<file path="src/rtl/bias_add_14.sv">
// bias_add_14: merges the conv-14 accumulator stream with the per-channel
// bias stream, adds the aligned bias, optionally applies ReLU, rescales,
// saturates to DATA_WIDTH and pushes the result into the next FIFO.
module bias_add_14 #(
    parameter int DATA_WIDTH = 16,
    parameter int ACC_WIDTH  = 32,
    parameter int NUM_CH     = 32,
    parameter int PIXELS     = 64,
    parameter int BIAS_SHIFT = 8,
    parameter int OUT_SHIFT  = 8,
    parameter bit RELU       = 1'b1
) (
    input  logic                  ap_clk,
    input  logic                  ap_rst_n,
    input  logic [ACC_WIDTH-1:0]  acc_V_dout,
    input  logic                  acc_V_empty_n,
    output logic                  acc_V_read,
    input  logic [DATA_WIDTH-1:0] bias_V_dout,
    input  logic                  bias_V_empty_n,
    output logic                  bias_V_read,
    output logic [DATA_WIDTH-1:0] output_V_din,
    input  logic                  output_V_full_n,
    output logic                  output_V_write,
    output logic                  frame_done
);
    // One extra bit keeps acc + aligned bias from ever wrapping.
    localparam int SW   = ACC_WIDTH + 1;
    localparam int CH_W = (NUM_CH > 1) ? $clog2(NUM_CH) : 1;
    localparam int PX_W = (PIXELS > 1) ? $clog2(PIXELS) : 1;
    localparam logic signed [SW-1:0] SAT_MAX = SW'((64'sd1 <<< (DATA_WIDTH - 1)) - 64'sd1);
    localparam logic signed [SW-1:0] SAT_MIN = ~SAT_MAX;

    typedef enum logic {S_BIAS, S_STREAM} state_t;

    state_t                       state;
    logic [CH_W-1:0]              ch_cnt;
    logic [PX_W-1:0]              pix_cnt;
    logic signed [DATA_WIDTH-1:0] bias_reg;
    logic [DATA_WIDTH-1:0]        out_data;
    logic                         out_valid;
    logic                         out_last;

    logic                         ok;
    logic                         xfer;
    logic                         last_ch;
    logic                         last_px;
    logic signed [SW-1:0]         acc_x;
    logic signed [SW-1:0]         bias_x;
    logic signed [SW-1:0]         sum;
    logic signed [SW-1:0]         sh;
    logic [DATA_WIDTH-1:0]        res;

    assign ok          = !out_valid | output_V_full_n;
    assign xfer        = out_valid & output_V_full_n;
    assign bias_V_read = (state == S_BIAS) & bias_V_empty_n;
    assign acc_V_read  = (state == S_STREAM) & acc_V_empty_n & ok;
    assign last_ch     = (ch_cnt == CH_W'(NUM_CH - 1));
    assign last_px     = (pix_cnt == PX_W'(PIXELS - 1));

    // Output side is purely registered; only frame_done looks at full_n.
    assign output_V_din   = out_data;
    assign output_V_write = out_valid;
    assign frame_done     = xfer & out_last;

    // Bias add, floor rescale, optional ReLU and saturation of the popped word.
    always_comb begin
        acc_x  = {acc_V_dout[ACC_WIDTH-1], acc_V_dout};
        bias_x = SW'(bias_reg) <<< BIAS_SHIFT;
        sum    = acc_x + bias_x;
        sh     = sum >>> OUT_SHIFT;
        if (RELU && (sh < 0))
            sh = '0;
        if (sh > SAT_MAX)
            res = SAT_MAX[DATA_WIDTH-1:0];
        else if (sh < SAT_MIN)
            res = SAT_MIN[DATA_WIDTH-1:0];
        else
            res = sh[DATA_WIDTH-1:0];
    end

    // Channel sequencing: one bias pop, then PIXELS accumulator pops.
    always_ff @(posedge ap_clk or negedge ap_rst_n) begin
        if (!ap_rst_n) begin
            state    <= S_BIAS;
            ch_cnt   <= '0;
            pix_cnt  <= '0;
            bias_reg <= '0;
        end else begin
            case (state)
                S_BIAS: begin
                    if (bias_V_read) begin
                        bias_reg <= bias_V_dout;
                        pix_cnt  <= '0;
                        state    <= S_STREAM;
                    end
                end
                S_STREAM: begin
                    if (acc_V_read) begin
                        if (last_px) begin
                            pix_cnt <= '0;
                            state   <= S_BIAS;
                            ch_cnt  <= last_ch ? '0 : ch_cnt + CH_W'(1);
                        end else begin
                            pix_cnt <= pix_cnt + PX_W'(1);
                        end
                    end
                end
                default: state <= S_BIAS;
            endcase
        end
    end

    // Output register: a pop reloads it (even while draining), a lone transfer empties it.
    always_ff @(posedge ap_clk or negedge ap_rst_n) begin
        if (!ap_rst_n) begin
            out_data  <= '0;
            out_valid <= 1'b0;
            out_last  <= 1'b0;
        end else if (acc_V_read) begin
            out_data  <= res;
            out_valid <= 1'b1;
            out_last  <= last_ch & last_px;
        end else if (xfer) begin
            out_valid <= 1'b0;
        end
    end
endmodule

</file>
<file path="config.mk">
export PLATFORM = sky130hd
export DESIGN_NAME = bias_add_14
export DESIGN_NICKNAME = d
export VERILOG_FILES = /design/src/rtl/bias_add_14.sv
export SDC_FILE = /design/constraint.sdc
export NUM_CORES = 1
export LEC_CHECK = 0
export BUFFER_PORTS_ARGS = -buffer_cell sky130_fd_sc_hd__clkbuf_2
export CORE_MARGIN = 4
export CORE_UTILIZATION = 60
export CTS_BUF_LIST = sky130_fd_sc_hd__clkbuf_8
export CTS_CLUSTER_SIZE = 40
export DETAILED_ROUTE_END_ITERATION = 12
export GPL_TIMING_DRIVEN = 0
export HOLD_SLACK_MARGIN = 0.12
export PLACE_DENSITY_LB_ADDON = 0.1
export SYNTH_ARGS = -nofsm -noshare
export SYNTH_HDL_FRONTEND = slang
export SYNTH_SLANG_ARGS = --single-unit
</file>
<file path="constraint.sdc">
create_clock -name ap_clk -period 8.3 [get_ports ap_clk]
set_input_delay 0 -clock ap_clk [delete_from_list [all_inputs] [get_ports ap_clk]]
set_output_delay 0 -clock ap_clk [all_outputs]
set_load 0.02 [all_outputs]
</file>
==> results of run 1 <==
-- through the flow --
stage / cell area [um2] / utilization
after floorplan: 3480 / -
after global placement: 3890 / 0.698
after detailed placement: 3890 / 0.698
after CTS: 4190 / 0.751
after global routing: 4190 / 0.751
final: 4190 / 0.751
-- metal layers --
metal | vias to the layer above | wire length (um)
met5 | - | 0
met4 | 0 | 104
met3 | 10 | 555
met2 | 125 | 4360
met1 | 1591 | 4050
li1 | 1626 | -
-- power groups by stage --
stage                     clock [mW]  sequential (mW)  combinational, mW
after global placement             0            0.293              0.340
after CTS                      0.151            0.291              0.358
after global routing           0.161            0.297              0.401
after detailed placement           0            0.295              0.347
after floorplan                    0            0.310              0.237
final                          0.150            0.291              0.361
-- cells by family (layout without fill, tap and decap cells) --
group                      count (synthesis)  after routing  share of synthesized area
AOI/OAI and AO/OA                        123            123                      0.257
xor gates and xnor gates                  16             16                     0.0402
adders and majority gates                 28             28                      0.103
buffers and inverters                     22            114                     0.0273
DFF                                       46             46                      0.331
muxes                                     17             17                     0.0543
and+or+nand+nor                          135            135                      0.188
-- synth_stat cells (3+ instances only) --
| cell | count |
|---|---|
| or3_1 | 3 |
| o21ai_1 | 3 |
| o221ai_1 | 4 |
| xnor2_1 | 11 |
| and3_1 | 5 |
| a21o_1 | 4 |
| mux2_2 | 15 |
| nor2_1 | 37 |
| o2111ai_1 | 3 |
| ha_1 | 27 |
| dfrtp_1 | 46 |
| nand4_1 | 4 |
| nor2b_1 | 3 |
| nor4_1 | 3 |
| a21oi_2 | 4 |
| clkbuf_1 | 9 |
| inv_1 | 8 |
| o21ai_0 | 22 |
| nor3_1 | 7 |
| a31oi_1 | 3 |
| nand2_1 | 39 |
| nand3_1 | 13 |
| nand2b_1 | 4 |
| a41oi_2 | 9 |
| and2_1 | 4 |
| a21oi_1 | 45 |
| xor2_1 | 5 |
-- critical path, delay by kind of cell (launching register included) --
| kind | cells | cell delay (ns) |
|---|---|---|
| AOI/OAI and AO/OA | 4 | 0.85 |
| buffers and inverters | 1 | 0.55 |
| DFF | 1 | 0.53 |
| muxes | 1 | 0.51 |
| adders and majority gates | 1 | 0.46 |
| and+or+nand+nor | 1 | 0.12 |
-- layout make-up --
cell class              count  area [um2]
plain buffers              14        65.1
clock buffers               6        82.6
fillers                   444        1390
clock inverters             2        12.5
flip-flops and latches     46        1150
well taps                  72        90.1
multi-input cells         319        2240
inverters                   8        30.0
repair buffers             84         520
-- worst paths after layout --
kind	to	slack, ns	depth (start not counted)
max in group asynchronous	output_V_din[14]$_DFFE_PN0P_	7.13	2
min in group asynchronous	bias_reg[14]$_DFFE_PN0P_	0.44	2
worst min-delay path	output_V_din[0]$_DFFE_PN0P_	0.24	4
worst max register to register	output_V_din[3]$_DFFE_PN0P_	5.11	8
worst min register to register	ch_cnt[4]$_DFFE_PN0P_	0.49	2
worst max-delay path	output_V_din[3]$_DFFE_PN0P_	5.11	8
-- what timing repair did --
| action | CTS | global route |
|---|---|---|
| hold endpoints to repair | 66 | 0 |
| endpoints found under the setup margin | 0 | 0 |
| hold buffers | 20 | 0 |
==> flow_metrics.tcl, run 1 <==
set metrics [dict create \
    drt_iter0_markers 248 \
    syn_inst 387 \
    gp_congestion 0.845 \
    p_switching_mw 0.329 \
    hold_class "in -> reg" \
    synth_ff_type "dfrtp_1" \
    dieArea_mm2 0.00709 \
    tightest_slew_ns 1.17 \
    grt_pass1_wl_um 15500 \
    synth.ff_latch_count 46 \
    antenna_found_initial 0 \
    dp.cells 523 \
    vias_per_cell 6.08 \
    combPwrFrac 0.450 \
    core_area_mm2 0.00557 \
    cp-start-kind "flip-flop" \
    ios 73 \
    syn_area_mm2 0.00348 \
    ctsResizeCount 0 \
    yosysWarnings 0 \
    ir_drop_v 0.000134 \
    cpPeakStageDelay_ns 0.55 \
    clock_path_buffers 2 \
    slowest_stage "clkbuf_1" \
    clock-sinks 46 \
    synth_async_sr_flop_share 1.00 \
    htreeDepth 2 \
    hold_viol 0 \
    cts_tree "done" \
    num_antenna_cells 0 \
    nets 559 \
    synth_area_leaders "dfrtp_1 33%, ha_1 9.7%, a21oi_1 6.5%, mux2_2 4.9%, a41oi_2 4.2%" \
    clkSlewWorstSetupHoldPaths_ns 0.09 \
    crit_chain "ha_1 > nand2_1 > o21ai_0 > o21bai_1 > a31oi_1 > mux2i_1 > clkbuf_1 > a41oi_1" \
    pwr-share-clk 0.187 \
    synth_top_area_cell "dfrtp_1" \
    wl_per_cell_um 16.5 \
    total_power_mw 0.802 \
    layout_commonest_cell "clkbuf_2" \
    cts_buffers 5 \
    switching_share 0.410 \
    seq_power_share 0.363 \
    grt_pass1_vias 3298 \
    grt-ovfl-total 0 \
    min-delay-start "acc_V_dout[8]" \
    die_width_um 84.2 \
    grt.total_usage 0.265 \
    dp.final_hpwl_um 6610 \
    postCtsSetupBuffers 0 \
    met1_usage 0.354 \
    status "finished clean" \
    initial_core_util 0.625 \
    reg2reg_from "bias_reg[15]$_DFFE_PN0P_" \
    critPathRequiredTime_ns 8.45 \
    io_buffers 64 \
    clock_skew_ns 0.00530 \
    p_per_area_mw_per_mm2 192 \
    use_met3 0.0412 \
    synth_enable_flop_cells 0 \
    fin_worst_hold_slack_ns 0.239 \
    setup_tns_ns 0 \
    critical_path_class "reg -> reg" \
    layout_common_cells "64 x clkbuf_2, 46 x dfrtp_1, 45 x a21oi_1" \
    cp_max_fo 10 \
    dr.pass1.iters 4 \
    num_rows 27 \
    syn_area_per_cell_um2 9.00 \
    yosysSeqAreaShare 0.331 \
    via_count 3352 \
    wl_um 9070 \
    met2_usage 0.454 \
    max_freq_mhz 314 \
    stdcell_count 551 \
    top_usage_layer "met2" \
    drc 0 \
    drv_cap 0 \
    cp-end-kind "flip-flop" \
    maxSlewViolCount 0 \
    leakage_nw 1.90 \
    setup_violations 0 \
    synthToLayoutAreaGrowth_pct 20.3 \
    grt_max_degree 47 \
    crit_start "bias_reg[15]$_DFFE_PN0P_" \
    root_buffer "clkbuf_8" \
    clock_latency_ns 0.31 \
    synth_cell_types 62 \
    fin_ws_ns 5.11 \
    drive_gt1_frac 0.236 \
    p_int_mw 0.473 \
    arrival_ns 3.34 \
    rsz0062_at_grt "false" \
    timing.slew.headroom 0.218 \
    finalCritPeriodShare 0.384 \
    die_y_um 84.2 \
    ant_nets 0 \
    yosysTopAreaCellShare 0.331 \
    period_needed_ns 3.19 \
    pre_cts_ws_ns 5.19 \
    syn_nets 468 \
]
Power figures use the tool's default switching activity.
==> inputs of run 2 (changes only) <==
--- a/config.mk
+++ b/config.mk
@@ -7,7 +7,7 @@
 export LEC_CHECK = 0
 export BUFFER_PORTS_ARGS = -buffer_cell sky130_fd_sc_hd__clkbuf_2
 export CORE_MARGIN = 4
-export CORE_UTILIZATION = 60
+export CORE_UTILIZATION = 57
 export CTS_BUF_LIST = sky130_fd_sc_hd__clkbuf_8
 export CTS_CLUSTER_SIZE = 40
 export DETAILED_ROUTE_END_ITERATION = 12
==> constraint.sdc (replaced) <==
create_clock -name ap_clk -period 3.15 [get_ports ap_clk]
set_input_delay 0 -clock ap_clk [delete_from_list [all_inputs] [get_ports ap_clk]]
set_output_delay 0 -clock ap_clk [all_outputs]
set_load 0.02 [all_outputs]
==> run 2 against run 1 <==
- register-to-register slack got worse by 5.0 ns
- clock skew increased by 0.0042 ns
- clock power increased to 2.7 times the previous value
- die area increased by 4.8%
- combinational power increased to 2.7 times the previous value
- final cell count increased by 0.73%
- non-clock buffer count increased by 1
- power increased to 2.7 times the previous value
- routed wire length increased by 0.44%
- worst hold slack got worse by 0.035 ns
- final area increased by 1.4%
- critical path depth increased by 2
==> flow_metrics.tcl, run 2 (synthesized netlist as in run 1, its figures left out) <==
set metrics [dict create \
    htreeDepth 2 \
    grt_pass1_vias 3283 \
    synthToLayoutAreaGrowth_pct 21.9 \
    via_count 3311 \
    period_needed_ns 3.00 \
    critical_path_class "reg -> reg" \
    die_y_um 86.2 \
    ant_nets 0 \
    wl_met2_um 4330 \
    final_area_mm2 0.00425 \
    pre_cts_ws_ns 0.0283 \
    place_area_mm2 0.00390 \
    clkSlewWorstSetupHoldPaths_ns 0.10 \
    grt.total_usage 0.260 \
    timing.slew.headroom 0.214 \
    num_antenna_cells 0 \
    hold_viol 0 \
    gp_congestion 0.862 \
    tightest_slew_ns 1.18 \
    stdcell_count 555 \
    cp_max_fo 10 \
    num_rows 28 \
    hold_class "in -> reg" \
    min-delay-start "acc_V_dout[8]" \
    ir_drop_v 0.000398 \
    drc 0 \
    antenna_found_initial 0 \
    arrival_ns 3.16 \
    nets 560 \
    wl_met1_um 4030 \
    cp-start-kind "flip-flop" \
    max_freq_mhz 334 \
    rrSetupSlack_ns 0.15 \
    layout_commonest_cell "clkbuf_2" \
    wl_um 9110 \
    r2r-end "output_V_din[13]$_DFFE_PN0P_" \
    die_width_um 86.2 \
    grt_max_degree 47 \
    cts_tree "done" \
    dieArea_mm2 0.00742 \
    dp.final_hpwl_um 6770 \
    clock_path_buffers 2 \
    clock_latency_ns 0.31 \
    maxSlewViolCount 0 \
    clock_skew_ns 0.00951 \
    reg2reg_depth 10 \
    topRoutingLayerUsed "met4" \
    reg2reg_from "bias_reg[15]$_DFFE_PN0P_" \
    setup_violations 0 \
    dr.pass1.iters 4 \
    clock-sinks 46 \
    root_buffer "clkbuf_8" \
    ios 73 \
    leakage_nw 1.92 \
    grt_pass1_wl_um 15400 \
    io_buffers 64 \
    cts_buffers 5 \
    wl_met3_um 514 \
    vias_per_cell 5.97 \
    drt_iter0_markers 174 \
    cp-end-kind "flip-flop" \
    hold-path-endpoint "output_V_din[0]$_DFFE_PN0P_" \
    finalCritPeriodShare 0.951 \
    p_per_area_mw_per_mm2 505 \
    fin_ws_ns 0.155 \
    total_power_mw 2.14 \
    layout_common_cells "66 x clkbuf_2, 45 x dfrtp_1, 44 x a21oi_1" \
    dp.cells 526 \
    grt-ovfl-total 0 \
    core_area_mm2 0.00592 \
    n_fill_cell 505 \
    wl_per_cell_um 16.4 \
    drv_cap 0 \
    status "finished clean" \
    drive_gt1_frac 0.258 \
    initial_core_util 0.588 \
    holdPathStages 4 \
    critPathRequiredTime_ns 3.32 \
]
-- run 2: final cells by class --
cell class | instances | area [um2] | area share
inverter | 8 | 30.0 | 0.00707
multi-input combinational | 319 | 2270 | 0.535
sequential | 46 | 1150 | 0.271
clock buffer | 6 | 82.6 | 0.0195
buffer | 13 | 67.6 | 0.0159
tap | 75 | 93.8 | 0.0221
clock inverter | 2 | 12.5 | 0.00295
timing repair buffer | 86 | 536 | 0.126
-- run 2: stage by stage --
stage	hold slack [ns]	utilization	setup TNS (ns)
2_1_floorplan	-0.296	-	0
3_3_place_gp	0.209	0.658	0
3_5_place_dp	0.214	0.658	0
4_1_cts	0.199	0.708	0
5_1_grt	0.250	0.717	-0.0259
6_report	0.204	0.717	0
-- run 2: worst max-delay path by stage --
stage | end | depth (start not counted) | from | slack [ns]
CTS | output_V_din[13]$_DFFE_PN0P_ | 10 | bias_reg[15]$_DFFE_PN0P_ | 0.009
finish | output_V_din[13]$_DFFE_PN0P_ | 10 | bias_reg[15]$_DFFE_PN0P_ | 0.15
global route | output_V_din[11]$_DFFE_PN0P_ | 10 | bias_reg[13]$_DFFE_PN0P_ | -0.01
detailed placement | output_V_din[3]$_DFFE_PN0P_ | 10 | bias_reg[15]$_DFFE_PN0P_ | 0.03
global placement | output_V_din[3]$_DFFE_PN0P_ | 10 | bias_reg[15]$_DFFE_PN0P_ | 0.09
floorplan | output_V_din[3]$_DFFE_PN0P_ | 10 | bias_reg[15]$_DFFE_PN0P_ | 0.42
-- run 2: what timing repair did --
item | CTS | global route
gates resized for setup | 0 | 13
hold endpoints to repair | 66 | 0
setup buffers | 0 | 2
hold buffers | 20 | 0
setup endpoints to repair | 0 | 15
-- run 2: critical path: stages (launching register included) --
cell      delay, ns
dfrtp_2        0.50
ha_1           0.38
a21oi_1        0.25
o21ai_0        0.22
a211oi_1       0.32
nand2_1        0.13
o21ai_0        0.36
nor2_1         0.16
buf_2          0.23
nor2_1         0.16
a41oi_2        0.14
-- run 2: where the power goes --
group          switching, mW  internal, mW
logic                  0.579         0.392
registers             0.0802         0.689
clock network          0.224         0.179
-- run 2: per-layer routing --
layer  up-vias  global-route usage
li1       1627                   -
met1      1563               0.349
met2       105               0.428
met3        16              0.0327
met4         0              0.0978
met5         -                   0
